`src/rtl/encode4_2_seq_pkg.sv`:
```
// Shared constants for the sequential 4-to-2 encoder.
//   ST_IDLE / ST_SCAN : FSM state encodings (1-bit, legacy-compatible)
//   DEF_N / DEF_W     : default request-vector width and code width
package encode4_2_seq_pkg;

  localparam logic [0:0] ST_IDLE = 1'b0;
  localparam logic [0:0] ST_SCAN = 1'b1;

  localparam int DEF_N = 4;
  localparam int DEF_W = 2;

endpackage

```
`src/rtl/encode4_2_seq_lsb_find.sv`:
```
// Combinational lowest-set-bit finder.
//   vec_i  [N-1:0] : input vector
//   idx_o  [W-1:0] : index of the lowest set bit (0 when vec_i is zero)
//   mask_o [N-1:0] : one-hot mask of that bit (0 when vec_i is zero)
//   one_o          : vec_i has exactly one bit set
module lsb_find #(
  parameter int N = 4,
  parameter int W = 2
) (
  input  logic [N-1:0] vec_i,
  output logic [W-1:0] idx_o,
  output logic [N-1:0] mask_o,
  output logic         one_o
);

  // Two's-complement trick isolates the lowest set bit.
  assign mask_o = vec_i & (~vec_i + N'(1));

  // Clearing the lowest bit leaves nothing exactly when one bit was set.
  assign one_o = (vec_i != '0) && ((vec_i & ~mask_o) == '0);

  // Scan from the top down so the lowest set bit is written last and wins.
  always_comb begin
    idx_o = '0;
    for (int k = N - 1; k >= 0; k--) begin
      if (vec_i[k]) begin
        idx_o = W'(k);
      end
    end
  end

endmodule

```
`src/rtl/encode4_2_seq.sv`:
```
// Sequential N-to-W encoder: latches a request vector through a valid/ready
// handshake, then emits the index of every set bit, lowest first, one per
// output handshake, flagging the final one with y_last.
//   clk, rst              : clock, synchronous active-high reset
//   in_valid / in_ready   : input handshake for request vector I
//   I        [N-1:0]      : request vector
//   y        [W-1:0]      : emitted code
//   y_valid / y_ready     : output handshake
//   y_last                : current code is the final one of its vector
//   zero                  : one-cycle pulse after an all-zero vector is taken
// All outputs are driven from registered state only.
module encode4_2_seq
  import encode4_2_seq_pkg::*;
#(
  parameter int N = DEF_N,
  parameter int W = DEF_W
) (
  input  logic         clk,
  input  logic         rst,
  input  logic         in_valid,
  output logic         in_ready,
  input  logic [N-1:0] I,
  output logic [W-1:0] y,
  output logic         y_valid,
  input  logic         y_ready,
  output logic         y_last,
  output logic         zero
);

  generate
    if (N < 2 || (1 << W) != N) begin : g_bad_params
      $error("encode4_2_seq: N must be a power of two >= 2 and W = log2(N)");
    end
  endgenerate

  logic [0:0]   state_q, state_d;
  logic [N-1:0] pend_q, pend_d;
  logic         zero_q, zero_d;

  logic [W-1:0] low_idx;
  logic [N-1:0] low_mask;
  logic         low_one;

  lsb_find #(.N(N), .W(W)) u_lsb_find (
    .vec_i  (pend_q),
    .idx_o  (low_idx),
    .mask_o (low_mask),
    .one_o  (low_one)
  );

  always_comb begin
    state_d = state_q;
    pend_d  = pend_q;
    zero_d  = 1'b0;
    case (state_q)
      ST_IDLE: begin
        if (in_valid) begin
          if (I != '0) begin
            pend_d  = I;
            state_d = ST_SCAN;
          end else begin
            zero_d = 1'b1;
          end
        end
      end
      default: begin
        if (y_ready) begin
          // Retire the code being presented; the last one returns to IDLE.
          pend_d = pend_q & ~low_mask;
          if (low_one) begin
            state_d = ST_IDLE;
          end
        end
      end
    endcase
  end

  always_ff @(posedge clk) begin
    if (rst) begin
      state_q <= ST_IDLE;
      pend_q  <= '0;
      zero_q  <= 1'b0;
    end else begin
      state_q <= state_d;
      pend_q  <= pend_d;
      zero_q  <= zero_d;
    end
  end

  assign in_ready = (state_q == ST_IDLE);
  assign y_valid  = (state_q == ST_SCAN);
  // Gated so y reads 0 outside SCAN even if pend holds a stale value.
  assign y        = y_valid ? low_idx : '0;
  assign y_last   = y_valid & low_one;
  assign zero     = zero_q;

endmodule
```
`config.mk`:
```
export PLATFORM = sky130hd
export DESIGN_NAME = encode4_2_seq
export DESIGN_NICKNAME = d
export VERILOG_FILES = /design/src/rtl/encode4_2_seq_pkg.sv /design/src/rtl/encode4_2_seq_lsb_find.sv /design/src/rtl/encode4_2_seq.sv
export SDC_FILE = /design/constraint.sdc
export NUM_CORES = 1
export LEC_CHECK = 0
export CAP_MARGIN = 10
export CORE_AREA = 2 2 39 41
export DETAILED_ROUTE_END_ITERATION = 12
export DIE_AREA = 0 0 41 43
export PLACE_DENSITY = 0.54
export SYNTH_ARGS = -nofsm -noshare
export SYNTH_HDL_FRONTEND = slang
export SYNTH_SLANG_ARGS = --single-unit
export TNS_END_PERCENT = 50
```
`constraint.sdc`:
```
create_clock -name clk -period 2.05 [get_ports clk]
set_input_delay 0.41 -clock clk [delete_from_list [all_inputs] [get_ports clk]]
set_output_delay 0.41 -clock clk [all_outputs]
set_load 0.005 [all_outputs]
```
==> flow_results.xml <==
<?xml version="1.0" encoding="UTF-8"?>
<metrics>
  <group name="logic_synthesis">
    <metric name="syn_inst" unit="">41</metric>
    <metric name="synth_cell_type_count" unit="">24</metric>
    <metric name="synth.cell_area" unit="um^2">337.8</metric>
    <metric name="yosysWarnings" unit="">0</metric>
    <metric name="synth_seq_area_share" unit="%">35.56</metric>
    <metric name="syn-num-nets" unit="">49</metric>
    <metric name="synth_seq_cells" unit="">6</metric>
    <metric name="avgSynthCellArea" unit="um^2">8.240</metric>
  </group>
  <group name="routing">
    <metric name="post_drt_via_cell_ratio" unit="">4.918</metric>
    <metric name="vias" unit="">359</metric>
    <metric name="drt_iter0_markers" unit="">6</metric>
    <metric name="detail_route.drc_violations" unit="">0</metric>
    <metric name="routed_wl" unit="um">799</metric>
    <metric name="post_drt_wl_per_cell" unit="um">10.95</metric>
    <metric name="postRouteAntennaNets" unit="">0</metric>
    <metric name="drt_pass1_iterations" unit="">4</metric>
  </group>
  <group name="power_and_ir_drop">
    <metric name="p_per_area" unit="nW/um^2">599.8</metric>
    <metric name="vdd_drop_max" unit="uV">244.2</metric>
    <metric name="power.static_leakage" unit="nW">0.2002</metric>
  </group>
  <group name="worst_setup_path">
    <metric name="start_kind" unit="">flop</metric>
    <metric name="cp_max_fo" unit="">7</metric>
    <metric name="worstRegToRegCells" unit="">5</metric>
    <metric name="crit-reg2reg-capture" unit="">y_valid</metric>
    <metric name="critPathKind" unit="">flop to primary output</metric>
    <metric name="crit_arrival" unit="ns">1.44</metric>
    <metric name="worst_setup_path_end_kind" unit="">primary output</metric>
    <metric name="r2r_slack" unit="ns">0.82</metric>
    <metric name="regToRegStartpoint" unit="">pend_q[1]</metric>
    <metric name="critPathRequiredTime" unit="ns">1.64</metric>
  </group>
  <group name="floorplan">
    <metric name="fp.dieH" unit="um">43</metric>
    <metric name="die_outline_area" unit="um^2">1763</metric>
    <metric name="core_region_area" unit="um^2">1384</metric>
    <metric name="rows" unit="">14</metric>
    <metric name="die_w" unit="um">41</metric>
    <metric name="initial_util" unit="%">24.41</metric>
    <metric name="top_level_ports" unit="">14</metric>
  </group>
  <group name="clocking">
    <metric name="cts_inserted_buffers" unit="">3</metric>
    <metric name="cts_buffer_depth" unit="">2</metric>
    <metric name="cts_hold_repair.buffers" unit="">0</metric>
    <metric name="insertion_delay" unit="ns">0.24</metric>
    <metric name="cts.sinks" unit="">6</metric>
    <metric name="cts.root.buffer_cell" unit="">clkbuf_4</metric>
    <metric name="h-tree-depth" unit="">1</metric>
    <metric name="clock_pin_transition_on_the_worst_setup_and_hold_timing_paths" unit="ns">0.04</metric>
    <metric name="clock_tree_from_tritoncts" unit="">done</metric>
  </group>
  <group name="sta">
    <metric name="report.final.setup_viol" unit="">0</metric>
    <metric name="finalClockSkew" unit="ns">0.001544</metric>
    <metric name="timing_hold_violations_final" unit="">0</metric>
    <metric name="slew_worst_pin" unit="ns">0.2972</metric>
    <metric name="fin_crit_sh" unit="%">90.25</metric>
    <metric name="final-max-slew-violation-count" unit="">0</metric>
    <metric name="layout_min_cycle_time" unit="ns">1.850</metric>
    <metric name="slew_headroom" unit="%">79.94</metric>
    <metric name="timing.setup.tns" unit="ns">0</metric>
    <metric name="fmax" unit="MHz">540.5</metric>
    <metric name="rsz_0062_raised_after_global_routing" unit="">no</metric>
  </group>
  <group name="global_routing">
    <metric name="grt_pass1_wl" unit="mm">1.407</metric>
    <metric name="grt_antenna_before_repair" unit="">0</metric>
    <metric name="grt.total_usage" unit="%">12.04</metric>
    <metric name="first_global_vias" unit="">332</metric>
    <metric name="grt_max_degree" unit="">8</metric>
    <metric name="gr-total-overflow" unit="">0</metric>
  </group>
  <group name="status">
    <metric name="status" unit="">complete, no violations</metric>
  </group>
  <group name="worst_hold_path">
    <metric name="min-delay-start" unit="">y_valid</metric>
    <metric name="hold-path-cell-count" unit="">1</metric>
    <metric name="hold_path.class" unit="">flop to flop</metric>
    <metric name="timing.hold.worst_endpoint" unit="">y_valid</metric>
  </group>
  <group name="cells_and_area">
    <metric name="antenna_cells" unit="">0</metric>
    <metric name="layout_commonest_cell" unit="">clkdlybuf4s50_1</metric>
    <metric name="finalNetCount" unit="">67</metric>
    <metric name="finish.instance_area" unit="um^2">540.5</metric>
    <metric name="layout_common_cells" unit="">clkdlybuf4s50_1, nor2_1, a21oi_1</metric>
    <metric name="drive_gt1_share" unit="%">26.32</metric>
    <metric name="area_delta_synth_final" unit="%">60.00</metric>
    <metric name="filler_cell_count" unit="">149</metric>
  </group>
  <group name="flow_run">
    <metric name="drv_cap" unit="">0</metric>
  </group>
  <group name="placement">
    <metric name="routabilityCongestion" unit="">0.7035</metric>
    <metric name="port_buffers" unit="">13</metric>
    <metric name="placed_area" unit="um^2">488.0</metric>
  </group>
</metrics>
routing by layer:
| metal | share of wire (%) | vias up | GRT usage [%] |
|---|---|---|---|
| met4 | 0 | 0 | 4.000 |
| met3 | 6.4 | 0 | 7.853 |
| met1 | 46 | 159 | 15.71 |
| met2 | 48 | 13 | 15.63 |
| met5 | 0 | - | 0 |
| li1 | - | 187 | - |
cell usage after synthesis:
library cell / instances / area, um^2
a21oi_1: 4 / 20.02
a311oi_1: 1 / 8.760
a31oi_1: 1 / 6.260
a32oi_1: 2 / 17.52
and2_1: 1 / 6.260
and2b_4: 1 / 10.01
buf_4: 1 / 7.510
clkbuf_1: 2 / 7.510
dfxtp_1: 6 / 120.1
inv_1: 2 / 7.510
nand2_1: 3 / 11.26
nand2_4: 1 / 11.26
nand2b_1: 1 / 6.260
nand3_1: 1 / 5.000
nand3b_1: 1 / 7.510
nor2_1: 5 / 18.77
nor3_1: 1 / 5.000
nor3b_1: 1 / 7.510
nor4b_1: 1 / 8.760
o211ai_1: 1 / 7.510
o311ai_0: 1 / 8.760
o41ai_1: 1 / 8.760
or4_4: 1 / 11.26
xor2_1: 1 / 8.760
area by class of cell:
class	count	area [um^2]	area share, %
Timing Repair Buffer	16	151.4	28.01
Inverter	2	7.507	1.389
Multi-Input combinational cell	30	209.0	38.66
Tap cell	16	20.02	3.704
Clock buffer	3	22.52	4.167
Sequential cell	6	130.1	24.07
critical path, stage by stage, from the launching register on:
cell,delay (ns)
dfxtp_2,0.34
nand2b_1,0.16
nor3_1,0.17
clkdlybuf4s50_1,0.52
what timing repair did:
action	CTS	global route
setup buffers	1	0
hold endpoints to repair	0	0
endpoints found under the setup margin	1	0
gates resized for setup	9	0
worst max-delay path by stage:
| stage | start | endpoint | slack, ns | cells past startpoint |
|---|---|---|---|---|
| after floorplan | pend_q[1] | y_last | 0.61 | 5 |
| after global placement | pend_q[2] | y_last | 0.11 | 4 |
| after detailed placement | pend_q[2] | y_last | 0.05 | 4 |
| after CTS | pend_q[1] | y[1] | 0.19 | 3 |
| after global routing | pend_q[0] | y[1] | 0.08 | 3 |
| final | pend_q[0] | y[1] | 0.20 | 3 |
kinds of logic (layout without fill, tap and decap cells):
| group | after synthesis | count (layout) | synth area share [%] |
|---|---|---|---|
| simple gates | 18 | 18 | 32.22 |
| compound gates | 11 | 11 | 22.97 |
| flops | 6 | 6 | 35.56 |
| buf+inv | 5 | 21 | 6.669 |
| xor+xnor | 1 | 1 | 2.593 |
sequential cells by signal, summed over array words and instances (netlist names):
signal   cells
zero         1
pend_q       4
y_valid      1
metrics by stage:
step | worst slack (ns) | std cells | power, W | hold WS (ns) | utilization [%]
finish | 0.1999 | 73 | 0.0003242 | 0.5416 | 39.06
global route | 0.07565 | 73 | 0.0003479 | 0.5762 | 39.06
CTS | 0.1891 | 73 | 0.0003285 | 0.5400 | 39.06
detailed placement | 0.05056 | 69 | 0.0002127 | 0.5373 | 35.26
global placement | 0.1104 | 69 | 0.0002132 | 0.5430 | 35.26
floorplan | 0.6127 | 41 | 0.0001734 | 0.4791 | -
where the power goes:
part	internal, W	total (W)	switching, W
Combinational	0.0000513	0.0000831	0.0000318
Sequential	0.000124	0.000135	0.0000112
Clock	0.0000660	0.000106	0.0000399
(Power assumes the default switching activity.)
